[src/rtl/clk_meter_pkg.sv]
// Shared types and defaults for the clock period meter.
package clk_meter_pkg;

    // IDLE: no reference rising edge yet; MEASURE: a reference rise has been seen.
    typedef enum logic {
        IDLE    = 1'b0,
        MEASURE = 1'b1
    } meter_state_t;

    localparam int CNT_W_DEFAULT = 16;

endpackage

[src/rtl/sync_edge_detect.sv]
// Synchronizes an asynchronous level into the clk_in domain and flags its
// rising and falling edges as single-cycle strobes.
module sync_edge_detect #(
    parameter int SYNC_STAGES = 2
) (
    input  logic clk_in,
    input  logic rst,
    input  logic async_in,
    output logic rise,
    output logic fall
);

    logic [SYNC_STAGES-1:0] sync_r;
    logic                   prev_r;
    logic                   level_s;

    // Synchronizer chain followed by one history flop for edge detection.
    always_ff @(posedge clk_in) begin
        if (rst) begin
            sync_r <= '0;
            prev_r <= 1'b0;
        end else begin
            sync_r <= {sync_r[SYNC_STAGES-2:0], async_in};
            prev_r <= sync_r[SYNC_STAGES-1];
        end
    end

    assign level_s = sync_r[SYNC_STAGES-1];
    assign rise    = level_s & ~prev_r;
    assign fall    = ~level_s & prev_r;

endmodule

[src/rtl/clock_period_meter.sv]
// Measures period and high time of a slow asynchronous square wave in clk_in
// cycles, and flags an input that has stopped producing rising edges.
module clock_period_meter
    import clk_meter_pkg::*;
#(
    parameter int CNT_W       = CNT_W_DEFAULT,
    parameter int SYNC_STAGES = 2
) (
    input  logic             clk_in,
    input  logic             rst,
    input  logic             sig_in,
    output logic [CNT_W-1:0] period,
    output logic [CNT_W-1:0] high_time,
    output logic             valid,
    output logic             stalled
);

    localparam logic [CNT_W-1:0] CNT_MAX = '1;
    localparam logic [CNT_W-1:0] CNT_ONE = CNT_W'(1);

    logic             rise_s;
    logic             fall_s;
    meter_state_t     state_r;
    meter_state_t     state_s;
    logic             arm_s;
    logic             cap_high_s;
    logic             report_s;
    logic             stall_s;
    logic [CNT_W-1:0] cnt_r;
    logic [CNT_W-1:0] high_cap_r;
    logic [CNT_W-1:0] period_r;
    logic [CNT_W-1:0] high_time_r;
    logic             valid_r;
    logic             stalled_r;

    sync_edge_detect #(
        .SYNC_STAGES(SYNC_STAGES)
    ) u_sync (
        .clk_in  (clk_in),
        .rst     (rst),
        .async_in(sig_in),
        .rise    (rise_s),
        .fall    (fall_s)
    );

    // FSM state register.
    always_ff @(posedge clk_in) begin
        if (rst) begin
            state_r <= IDLE;
        end else begin
            state_r <= state_s;
        end
    end

    // Next-state and datapath control strobes; a rise beats saturation.
    always_comb begin
        state_s    = state_r;
        arm_s      = 1'b0;
        cap_high_s = 1'b0;
        report_s   = 1'b0;
        stall_s    = 1'b0;
        case (state_r)
            IDLE: begin
                if (rise_s) begin
                    state_s = MEASURE;
                    arm_s   = 1'b1;
                end else begin
                    state_s = IDLE;
                end
            end
            MEASURE: begin
                if (rise_s) begin
                    report_s = 1'b1;
                end else if (cnt_r == CNT_MAX) begin
                    stall_s = 1'b1;
                    state_s = IDLE;
                end else if (fall_s) begin
                    cap_high_s = 1'b1;
                end else begin
                    state_s = MEASURE;
                end
            end
            default: begin
                state_s = IDLE;
            end
        endcase
    end

    // Saturating cycle counter, restarted at 1 on every synchronized rise.
    always_ff @(posedge clk_in) begin
        if (rst) begin
            cnt_r <= '0;
        end else if (rise_s) begin
            cnt_r <= CNT_ONE;
        end else if (cnt_r == CNT_MAX) begin
            cnt_r <= cnt_r;
        end else begin
            cnt_r <= cnt_r + CNT_ONE;
        end
    end

    // High-time capture: cleared on the reference rise, loaded on each fall.
    always_ff @(posedge clk_in) begin
        if (rst) begin
            high_cap_r <= '0;
        end else if (arm_s) begin
            high_cap_r <= '0;
        end else if (cap_high_s) begin
            high_cap_r <= cnt_r;
        end else begin
            high_cap_r <= high_cap_r;
        end
    end

    // Output registers: results and strobe update together; stalled is a level.
    always_ff @(posedge clk_in) begin
        if (rst) begin
            period_r    <= '0;
            high_time_r <= '0;
            valid_r     <= 1'b0;
            stalled_r   <= 1'b0;
        end else begin
            valid_r <= report_s;
            if (report_s) begin
                period_r    <= cnt_r;
                high_time_r <= high_cap_r;
            end else begin
                period_r    <= period_r;
                high_time_r <= high_time_r;
            end
            if (stall_s) begin
                stalled_r <= 1'b1;
            end else if (rise_s) begin
                stalled_r <= 1'b0;
            end else begin
                stalled_r <= stalled_r;
            end
        end
    end

    assign period    = period_r;
    assign high_time = high_time_r;
    assign valid     = valid_r;
    assign stalled   = stalled_r;

endmodule

[config.mk]
export PLATFORM = sky130hd
export DESIGN_NAME = clock_period_meter
export DESIGN_NICKNAME = d
export VERILOG_FILES = /design/src/rtl/clk_meter_pkg.sv /design/src/rtl/sync_edge_detect.sv /design/src/rtl/clock_period_meter.sv
export SDC_FILE = /design/constraint.sdc
export NUM_CORES = 1
export LEC_CHECK = 0
export ABC_CLOCK_PERIOD_IN_PS = 2700
export CORE_ASPECT_RATIO = 1.2
export CORE_UTILIZATION = 58
export CTS_BUF_LIST = sky130_fd_sc_hd__clkbuf_8 sky130_fd_sc_hd__clkbuf_16
export DETAILED_ROUTE_END_ITERATION = 12
export PLACE_DENSITY = 0.83
export RECOVER_POWER = 100
export REMOVE_ABC_BUFFERS = 1
export SETUP_SLACK_MARGIN = 0.2
export SKIP_LAST_GASP = 1
export SYNTH_ARGS = -nofsm -noshare
export SYNTH_HDL_FRONTEND = slang
export SYNTH_SLANG_ARGS = --single-unit
export TNS_END_PERCENT = 30
[constraint.sdc]
create_clock -name clk_in -period 2.7 [get_ports clk_in]
set_input_delay 0.405 -clock clk_in [delete_from_list [all_inputs] [get_ports clk_in]]
set_output_delay 0.405 -clock clk_in [all_outputs]
set_load 0.03 [all_outputs]
==> results of run 1 <==
[sequential cells by signal, indices dropped and copies added, names as in the netlist]
| name | cells |
|---|---|
| high_time | 16 |
| state_r | 1 |
| high_cap_r | 16 |
| valid | 1 |
| stalled | 1 |
| u_sync.sync_r | 2 |
| u_sync.prev_r | 1 |
| period | 16 |
| cnt_r | 16 |
[per-layer routing]
layer / vias to the layer above / GRT usage, % / part of all wire (%)
met4: 0 / 15.0 / 2.7
met3: 15 / 5.38 / 4.1
met1: 1138 / 29.5 / 45
met5: - / 0 / 0
li1: 1224 / - / -
met2: 56 / 39.9 / 49
[per-stage QoR]
stage | util [%] | total power, uW | hold WS, ps | instances
6_report | 71.4 | 1910 | 449 | 426
5_1_grt | 71.4 | 1970 | 462 | 426
4_1_cts | 72.6 | 1930 | 453 | 426
3_5_place_dp | 68.4 | 1120 | 433 | 410
3_3_place_gp | 68.4 | 1120 | 423 | 410
2_1_floorplan | - | 1100 | 414 | 307
[logic make-up (layout without fill, tap and decap cells)]
kind of cell / count (synthesis) / count (layout) / share of synthesized area, %
buffers and inverters: 27 / 62 / 5.13
adder cells (fa/ha/maj): 1 / 1 / 0.446
AO/OA/AOI/OAI: 96 / 96 / 19.6
flip-flops: 70 / 70 / 50.0
AND/OR/NAND/NOR: 139 / 139 / 24.8
[Yosys cell counts (2+ instances only)]
library cell	n	area share, %
nand2_1	74	9.9
dfxtp_1	70	50
a21oi_1	46	8.2
o21ai_0	24	4.3
nand3_1	22	3.9
a21boi_1	14	3.7
clkbuf_1	12	1.6
buf_2	7	1.2
or3_1	7	1.6
nor2_1	5	0.67
nor2b_1	4	0.89
o31ai_1	4	1.1
or4_1	4	1.1
and2_1	3	0.67
and3_1	3	0.67
buf_4	3	0.80
buf_6	3	1.2
nand4_1	3	0.67
a21boi_0	2	0.54
o311ai_0	2	0.62
o41ai_1	2	0.62
[cell type report]
| cell class | instances | area [um2] |
|---|---|---|
| sequential | 70 | 1400 |
| fill | 386 | 1320 |
| multi-input combinational | 236 | 1220 |
| timing repair buffer | 45 | 413 |
| clock buffer | 10 | 138 |
| tap | 58 | 72.6 |
| clock inverter | 6 | 55.1 |
| inverter | 1 | 3.75 |
[power groups by stage]
stage / Combinational (uW) / Clock (uW) / Sequential [uW]
after floorplan: 26.9 / 0 / 1070
after global placement: 52.0 / 0 / 1070
after detailed placement: 52.5 / 0 / 1070
after CTS: 52.9 / 825 / 1050
after global routing: 55.2 / 865 / 1050
final: 50.4 / 812 / 1050
[final timing paths]
check	endpoint
max reg2reg	cnt_r[0]
min reg2reg	high_time[9]
min	high_time[9]
max	cnt_r[0]
[critical path: stages, from the launching register on]
cell and delay, ps:
dfxtp_1 440, ha_1 300, nand4_1 190, or4_1 860, nor3_1 270, nor3_1 80
==> flow_summary.json, run 1 <==
{
  "antenna_cells": 0,
  "cts_made_buffers": 9,
  "r2r-start": "cnt_r[0]",
  "grt-ovfl-total": 0,
  "place_ws_ps": 611,
  "post_dp_cell_area_um2": 3170,
  "area_delta_synth_final_pct": 17.8,
  "cts.repair.resized": 0,
  "min-delay-start": "high_time[9]",
  "end_kind": "flop",
  "drv_slew": 0,
  "grt_pass1_wl_um": 9630,
  "synth_edf_count": 0,
  "cts_buffer_depth": 2,
  "route.vias.total": 2433,
  "ys_warn_count": 0,
  "syn-cell-area_um2": 2810,
  "synth_async_sr_flop_share_pct": 0,
  "post_drt_via_cell_ratio": 5.71,
  "core-area_um2": 4630,
  "r2r_setup_slack_ps": 390,
  "worst_pin_slew_ps": 773,
  "clkPwrFrac_pct": 42.5,
  "drv_cap": 0,
  "cp_data_required_time_ps": 2890,
  "start_util_pct": 60.6,
  "cts.sink_count": 70,
  "clock_latency_ps": 340,
  "die_h_um": 78.2,
  "rows": 27,
  "syn_area_per_cell_um2": 8.42,
  "io_buffers": 36,
  "startpoint": "cnt_r[0]",
  "pin_count": 37,
  "rsz0062_at_grt": "false",
  "hold_buffers": 0,
  "synthFlopType": "dfxtp_1",
  "antenna_found_initial": 0,
  "cellPowerDensity_nw_per_um2": 578,
  "fin_ws_ps": 393,
  "ys_seq_area_share_pct": 50.0,
  "critical_path_arrival_ps": 2490,
  "hpwl_um": 4030,
  "cp_max_fo": 20,
  "ys_types": 40,
  "drc": 0,
  "p_int_uw": 1500,
  "dieArea_um2": 5120,
  "min_path_cells": 2,
  "firstDrtPassIters": 4,
  "drt_wl_total_um": 5900,
  "synth-seq-cells": 70,
  "cts-htree-levels": 3,
  "irDropWorstVdd_mv": 0.546,
  "critical_path_class": "reg2reg",
  "nNetsFinal": 367,
  "fmax_ghz": 0.434,
  "ant_nets": 0,
  "grt_max_degree": 27,
  "hp-class": "reg2reg",
  "gr-usage-all-layers_pct": 24.7,
  "die_w_um": 65.5,
  "wire_per_inst_um": 13.9,
  "setup_viol": 0,
  "cts_tree": "yes",
  "fin_crit_sh_pct": 85.4,
  "status": "finished, final reports clean",
  "drive_gt1_share_pct": 5.98,
  "syn_inst": 333,
  "power.switching_uw": 411,
  "relSlewSlack_pct": 48.5,
  "reg2regPathDepth": 5,
  "cts-root-buf": "clkbuf_8",
  "setup_tns_ps": 0,
  "fin_skew_ps": 6.75,
  "hold_viol": 0,
  "power_frac_seq_pct": 54.9,
  "p_sw_share_pct": 21.5,
  "pwr-share-comb_pct": 2.6,
  "p_leak_uw": 0.00118,
  "drt_iter0_drc": 123,
  "cp-start-kind": "flop",
  "post-route-cell-area_um2": 3300,
  "grt_pass1_vias": 2195,
  "period_needed_ps": 2310,
  "gp_congestion": 0.888,
  "layout.cells.most_common_list": "nand2_1, dfxtp_1, a21oi_1",
  "layout.cells.most_common": "nand2_1",
  "cts.clk_slew.worst_paths_ps": 70,
  "post_cts_buffers": 0
}
No activity file was read; power rests on OpenSTA's default activity.
==> inputs of run 2 (changes only) <==
--- a/config.mk
+++ b/config.mk
@@ -8,7 +8,6 @@
 export ABC_CLOCK_PERIOD_IN_PS = 2700
 export CORE_ASPECT_RATIO = 1.2
 export CORE_UTILIZATION = 58
-export CTS_BUF_LIST = sky130_fd_sc_hd__clkbuf_8 sky130_fd_sc_hd__clkbuf_16
 export DETAILED_ROUTE_END_ITERATION = 12
 export PLACE_DENSITY = 0.83
 export RECOVER_POWER = 100
==> flow_summary.json, run 2 (synthesized netlist as in run 1, its figures left out) <==
{
  "final_core_util_pct": 71.4,
  "start_util_pct": 60.6,
  "hold_viol": 0,
  "dieArea_um2": 5120,
  "antenna_cells": 0,
  "cts_made_buffers": 9,
  "setup_tns_ps": 0,
  "gp_congestion": 0.888,
  "cts.sink_count": 70,
  "route.vias.total": 2436,
  "rows": 27,
  "r2r_setup_slack_ps": 400,
  "reg2regPathDepth": 5,
  "hp-class": "reg2reg",
  "holdPathEnd": "high_time[9]",
  "area_delta_synth_final_pct": 17.8,
  "gr-usage-all-layers_pct": 24.7,
  "post-route-cell-area_um2": 3300,
  "r2r-start": "cnt_r[0]",
  "critical_path_arrival_ps": 2490,
  "layout.cells.most_common": "nand2_1",
  "setup_viol": 0,
  "rsz0062_at_grt": "false",
  "cellPowerDensity_nw_per_um2": 580,
  "fin_skew_ps": 6.52,
  "min_path_cells": 2,
  "wire_per_inst_um": 13.8,
  "grt_pass1_vias": 2195,
  "fin_crit_sh_pct": 85.1,
  "fmax_ghz": 0.435,
  "instances_no_fill": 426,
  "cts-htree-levels": 3,
  "p_leak_uw": 0.00117,
  "post_dp_cell_area_um2": 3170,
  "grt_max_degree": 27,
  "hold_buffers": 0,
  "cts-root-buf": "clkbuf_8",
  "dp.cells": 410,
  "drv_cap": 0,
  "status": "finished, final reports clean",
  "die_w_um": 65.5,
  "layout.cells.most_common_list": "nand2_1, dfxtp_1, a21oi_1",
  "drv_slew": 0,
  "cts_buffer_depth": 2,
  "min-delay-start": "high_time[9]",
  "ant_nets": 0,
  "worst_pin_slew_ps": 773,
  "clock_latency_ps": 340,
  "relSlewSlack_pct": 48.4,
  "post_cts_buffers": 0,
  "cts.repair.resized": 0,
  "firstDrtPassIters": 4,
  "post_drt_via_cell_ratio": 5.72,
  "nNetsFinal": 367,
  "grt-ovfl-total": 0,
  "die_h_um": 78.2,
  "critical_path_class": "reg2reg",
  "period_needed_ps": 2300,
  "cp_max_fo": 20,
  "core-area_um2": 4630,
  "grt_pass1_wl_um": 9630,
  "drc": 0,
  "antenna_found_initial": 0,
  "io_buffers": 36,
  "hpwl_um": 4030,
  "cp_data_required_time_ps": 2890,
  "r2r_end": "cnt_r[0]",
  "end_kind": "flop",
  "drive_gt1_share_pct": 5.98,
  "drt_wl_total_um": 5900,
  "pin_count": 37,
  "cts_tree": "yes",
  "drt_iter0_drc": 118,
  "irDropWorstVdd_mv": 0.546,
  "cp-start-kind": "flop",
  "cts.clk_slew.worst_paths_ps": 70
}
run 2: changes by cell type in the layout (fill, tap and decap cells not counted), sizes merged:
cell	before	now
clkbuf	14	17
inv	4	1
run 2: metal layers:
layer  vias to the layer above  track usage [%]  wire length [um]
li1                       1223                -                 -
met1                      1135             29.5              2600
met2                        63             39.9              2870
met3                        15             5.38               275
met4                         0             15.0               157
met5                         -                0                 0
run 2: worst max-delay path by stage:
stage | startpoint | end | cells after the start
2_1_floorplan | cnt_r[0] | cnt_r[3] | 5
3_3_place_gp | cnt_r[0] | high_cap_r[2] | 6
3_5_place_dp | cnt_r[0] | high_cap_r[2] | 6
4_1_cts | cnt_r[0] | high_cap_r[2] | 6
5_1_grt | cnt_r[0] | cnt_r[0] | 5
6_report | cnt_r[0] | cnt_r[0] | 5
run 2: cell type report:
class	instances	area, um2
sequential	70	1400
timing repair buffer	45	413
fill	386	1320
multi-input combinational	236	1220
clock inverter	3	43.8
clock buffer	13	149
inverter	1	3.75
tap	58	72.6
run 2: critical path, stage by stage (launching register included):
cell	delay [ps]
dfxtp_1	440
ha_1	300
nand4_1	200
or4_1	860
nor3_1	270
nor3_1	80
run 2: per-stage QoR:
step	power, uW	hold WS [ps]	worst slack, ps
floorplan	1100	414	401
global placement	1120	423	789
detailed placement	1120	433	611
CTS	1940	453	582
global route	1980	462	215
finish	1920	449	401
run 2: report_power, final:
group | switching [uW] | internal [uW]
Combinational | 33.0 | 17.4
Clock | 367 | 453
Sequential | 8.48 | 1040
Total | 409 | 1510
